## config.mk

```make
export PLATFORM = sky130hd
export DESIGN_NAME = axis_uart_tx
export DESIGN_NICKNAME = d
export VERILOG_FILES = /design/src/rtl/axis_uart_tx.sv
export SDC_FILE = /design/constraint.sdc
export NUM_CORES = 1
export LEC_CHECK = 0
export ABC_AREA = 1
export ABC_CLOCK_PERIOD_IN_PS = 4100
export CORE_MARGIN = 4
export CORE_UTILIZATION = 59
export DETAILED_ROUTE_END_ITERATION = 7
export HOLD_SLACK_MARGIN = 0.05
export PLACE_DENSITY_LB_ADDON = 0.08
export SLEW_MARGIN = 20
export SYNTH_ARGS = -nofsm -noshare
export SYNTH_HDL_FRONTEND = slang
export SYNTH_SLANG_ARGS = --single-unit
```

## constraint.sdc

```tcl
create_clock -name i_clk -period 4.1 [get_ports i_clk]
set_input_delay 0.615 -clock i_clk [delete_from_list [all_inputs] [get_ports i_clk]]
set_output_delay 0.615 -clock i_clk [all_outputs]
set_load 0.02 [all_outputs]
```

## src/rtl/axis_uart_tx.sv

```systemverilog
// AXI-stream byte sink that serialises each accepted byte as an 8N1 UART frame and counts packets.
// Latency: start bit drives the line the cycle after acceptance; a frame is 10*DIV cycles long.
// Backpressure: o_tready is high only in IDLE, so the stream stalls for the whole frame.
module axis_uart_tx #(
    parameter int CLK_FREQ_HZ = 16000000,
    parameter int BAUD_RATE   = 57600
) (
    input  logic        i_clk,
    input  logic        i_rst_n,
    input  logic [7:0]  i_tdata,
    input  logic        i_tlast,
    input  logic        i_tvalid,
    output logic        o_tready,
    output logic        o_uart_tx,
    output logic        o_busy,
    output logic [15:0] o_pkt_cnt
);

    // Cycles per serial bit; truncating division so the bit period is an exact cycle count.
    localparam int DIV = CLK_FREQ_HZ / BAUD_RATE;
    localparam int CW  = (DIV > 2) ? $clog2(DIV) : 1;
    localparam logic [CW-1:0] DIV_LAST = CW'(DIV - 1);

    // A baud divider below two cannot hold a bit for a whole period; refuse to build.
    if (DIV < 2) begin : g_div_check
        $fatal(1, "axis_uart_tx: CLK_FREQ_HZ / BAUD_RATE must be at least 2");
    end

    typedef enum logic [1:0] {
        S_IDLE  = 2'd0,
        S_START = 2'd1,
        S_DATA  = 2'd2,
        S_STOP  = 2'd3
    } state_t;

    state_t          state_q,   state_d;
    logic [CW-1:0]   baud_q,    baud_d;
    logic [2:0]      bit_idx_q, bit_idx_d;
    logic [7:0]      data_q,    data_d;
    logic            last_q,    last_d;
    logic            tready_q,  tready_d;
    logic            tx_q,      tx_d;
    logic [15:0]     pkt_cnt_q, pkt_cnt_d;

    logic            bit_end;

    assign bit_end = (baud_q == DIV_LAST);

    // Next-state logic: the line level is computed for the upcoming cycle so tx_q stays a clean flop.
    always_comb begin
        state_d   = state_q;
        baud_d    = baud_q;
        bit_idx_d = bit_idx_q;
        data_d    = data_q;
        last_d    = last_q;
        tready_d  = tready_q;
        tx_d      = tx_q;
        pkt_cnt_d = pkt_cnt_q;

        case (state_q)
            S_IDLE: begin
                // Counter and index parked at zero; ready rises one edge after reset release.
                baud_d    = '0;
                bit_idx_d = '0;
                tready_d  = 1'b1;
                tx_d      = 1'b1;
                if (tready_q && i_tvalid) begin
                    state_d  = S_START;
                    data_d   = i_tdata;
                    last_d   = i_tlast;
                    tready_d = 1'b0;
                    tx_d     = 1'b0;
                end
            end

            S_START: begin
                tready_d = 1'b0;
                if (bit_end) begin
                    baud_d    = '0;
                    bit_idx_d = '0;
                    state_d   = S_DATA;
                    tx_d      = data_q[0];
                end else begin
                    baud_d = baud_q + CW'(1);
                    tx_d   = 1'b0;
                end
            end

            S_DATA: begin
                tready_d = 1'b0;
                if (bit_end) begin
                    baud_d = '0;
                    if (bit_idx_q == 3'd7) begin
                        state_d = S_STOP;
                        tx_d    = 1'b1;
                    end else begin
                        bit_idx_d = bit_idx_q + 3'd1;
                        tx_d      = data_q[bit_idx_q + 3'd1];
                    end
                end else begin
                    baud_d = baud_q + CW'(1);
                    tx_d   = data_q[bit_idx_q];
                end
            end

            S_STOP: begin
                tready_d = 1'b0;
                tx_d     = 1'b1;
                if (bit_end) begin
                    // Leaving STOP: the byte is fully on the wire, so a packet end counts now.
                    baud_d   = '0;
                    state_d  = S_IDLE;
                    tready_d = 1'b1;
                    if (last_q) begin
                        pkt_cnt_d = pkt_cnt_q + 16'd1;
                    end
                end else begin
                    baud_d = baud_q + CW'(1);
                end
            end

            default: begin
                state_d  = S_IDLE;
                baud_d   = '0;
                tready_d = 1'b0;
                tx_d     = 1'b1;
            end
        endcase
    end

    // State register; reset drops any partial frame and forces the line idle-high at once.
    always_ff @(posedge i_clk or negedge i_rst_n) begin
        if (!i_rst_n) begin
            state_q   <= S_IDLE;
            baud_q    <= '0;
            bit_idx_q <= '0;
            data_q    <= '0;
            last_q    <= 1'b0;
            tready_q  <= 1'b0;
            tx_q      <= 1'b1;
            pkt_cnt_q <= '0;
        end else begin
            state_q   <= state_d;
            baud_q    <= baud_d;
            bit_idx_q <= bit_idx_d;
            data_q    <= data_d;
            last_q    <= last_d;
            tready_q  <= tready_d;
            tx_q      <= tx_d;
            pkt_cnt_q <= pkt_cnt_d;
        end
    end

    assign o_tready  = tready_q;
    assign o_uart_tx = tx_q;
    assign o_busy    = (state_q != S_IDLE);
    assign o_pkt_cnt = pkt_cnt_q;

endmodule

```

==> flow_summary.toml <==
[status]
status = "finished, final reports clean"

[clocking]
cts_buffer_depth = 2
clock-sinks = 41
root_buffer = "clkbuf_8"
cts_tree = "done"
cts_buffers = 5
holdBufCountCts = 0
post_cts_buffers = 0
path_clk_slew_ns = 0.08
clock_latency_ns = 0.30
cts-resized-gates = 0
h-tree-depth = 2

[floorplanning]
rows = 22
ios = 31
die-area_um2 = 4987
start_util = 0.6226
die_w_um = 70.62
die_height_um = 70.62
core_um2 = 3716

[sta]
period_needed_ns = 2.406
worst_pin_slew_ns = 0.8833
drv_slew = 0
min_period_over_period = 0.5868
final-setup-viol-count = 0
max-slew-margin-rel = 0.4112
skew_ns = 0.006819
rsz0062_at_grt = "no"
fmax_mhz = 415.6
tns_ns = 0
hold_viol = 0

[synth]
synth_top_area_share = 0.4327
synth_top_area_cell = "dfrtp_1"
synth_area_leaders = "dfrtp_1, nand2_1, inv_1"
seq_area_frac_synth = 0.4440
synth_area_per_cell_um2 = 8.005
synthCells = 289
yosys_warnings = 0
synth_ff_type = "dfrtp_1"
synthArstFlopShare = 1.000
netlist_area_um2 = 2313
synth_fp_nets = 312
synth_edf_count = 0
yosysMostFrequentCell = "nand2_1"
synth-seq-cells = 41
synth_cell_types = 25
synth_commonest_cells = "nand2_1, inv_1, dfrtp_1, o21ai_0, nand3_1"

[finish]
nNetsFinal = 346
drive_gt1_frac = 0.05864
syn_to_final_growth_pct = 18.28
stdcell_count = 372
antenna_cells = 0

[placement]
placedCellCount = 364
gp_congestion = 0.8808
dp_hpwl_um = 3307
port_buffers = 30

[grt]
antenna_found_initial = 0
grt_max_degree = 42
grt_pass1_vias = 1944
track_usage = 0.1960
overflow = 0
grt_pass1_wl_um = 8017

[worst_setup_path]
crit_type = "reg -> out"
cp.required_ns = 3.48
cp-start-kind = "flop"
end_kind = "output port"
crit_arrival_ns = 1.79
worst-path-max-fanout = 5

[route]
avgViaCountPerCell = 5.185
drc = 0
postRouteAntennaNets = 0
drtIter0Drc = 118
routed_wl_um = 4512
drtPass1Iterations = 4
routedWlPerCell_um = 12.13
vias = 1929

[power_and_ir_drop]
power_density_nw_per_um2 = 471.1
leakagePower_nw = 1.245
peakVddDrop_mv = 0.3498

[worst_hold_path]
hold_class = "in -> async"

[run]
cap_violations = 0
## routing by layer
metal	track usage	vias up	wire length [µm]
li1	-	994	-
met1	0.2351	889	2054
met2	0.3493	39	2196
met3	0.03977	7	195
met4	0.06889	0	65
met5	0	-	0
## final timing paths
kind / from / end / slack, ns / depth (start not counted)
hold reg to reg: baud_q[0]$_DFF_PN0_ / baud_q[0]$_DFF_PN0_ / 0.50 / 1
max in group asynchronous: i_rst_n / data_q[2]$_DFFE_PN0P_ / 3.11 / 1
setup reg to reg: baud_q[0]$_DFF_PN0_ / o_pkt_cnt[14]$_DFFE_PN0P_ / 2.18 / 9
hold / removal: i_rst_n / baud_q[3]$_DFF_PN0_ / 0.43 / 1
min in group i_clk: baud_q[0]$_DFF_PN0_ / baud_q[0]$_DFF_PN0_ / 0.50 / 1
setup / recovery: state_q[0]$_DFFE_PN0P_ / o_busy / 1.69 / 4
## final cells by class
| type | instances | area, µm² |
|---|---|---|
| clock buffer | 6 | 72.57 |
| clock inverter | 2 | 10.01 |
| fill | 302 | 979.7 |
| inverter | 43 | 161.4 |
| multi-input combinational | 201 | 1102 |
| sequential | 41 | 1027 |
| tap | 48 | 60.06 |
| timing repair buffer | 31 | 302.8 |
## placed cells by master (no fill, tap or decap), types with 2 or more instances in the layout
cell type        instances
clkinv_2                 2
o21ai_0                 26
nor2_1                  19
nand2_1                 71
xor2_1                  10
ha_1                    11
nor3_1                   8
nand4_1                  4
clkbuf_8                 5
clkdlybuf4s50_1         29
nand3b_1                 2
nor3_4                   3
a21oi_1                 11
nand3_1                 23
dfrtp_1                 40
inv_1                   42
xnor2_1                  6
## state kept, by name (all words and copies together), names as in the netlist
| signal | count |
|---|---|
| o_pkt_cnt | 16 |
| baud_q | 9 |
| data_q | 8 |
| bit_idx_q | 3 |
| state_q | 2 |
| last_q | 1 |
| o_tready | 1 |
| o_uart_tx | 1 |
## power by group
part           switching, mW  internal (mW)  total (mW)
Clock                  0.139          0.118       0.257
Combinational          0.288          0.181       0.468
Sequential            0.0693          0.494       0.564
Total                  0.496          0.793        1.29
## cell families after synthesis
kind of cell    count (synthesis)  share of synthesized area
compound gates                 39                    0.08545
flops                          41                     0.4440
mux                             1                   0.004867
xor+xnor                       16                    0.06057
buf+inv                        47                    0.07950
fa+ha+maj                      11                    0.05949
simple gates                  134                     0.2661
## critical path, stage by stage (launching register included)
cell and delay (ns):
dfrtp_1 0.42, inv_1 0.10, ha_1 0.25, inv_1 0.11, clkdlybuf4s50_1 0.61
## through the flow
stage | setup slack [ns] | power (mW) | hold slack [ns] | instance area (µm²) | utilization
floorplan | 2.373 | 0.8943 | 0.3194 | 2313 | -
global placement | 2.063 | 1.017 | 0.4780 | 2654 | 0.7141
detailed placement | 2.016 | 1.036 | 0.4839 | 2654 | 0.7141
CTS | 1.689 | 1.296 | 0.4702 | 2736 | 0.7364
global route | 1.595 | 1.397 | 0.5136 | 2736 | 0.7364
finish | 1.694 | 1.289 | 0.4292 | 2736 | 0.7364
Power figures use the tool's default switching activity.
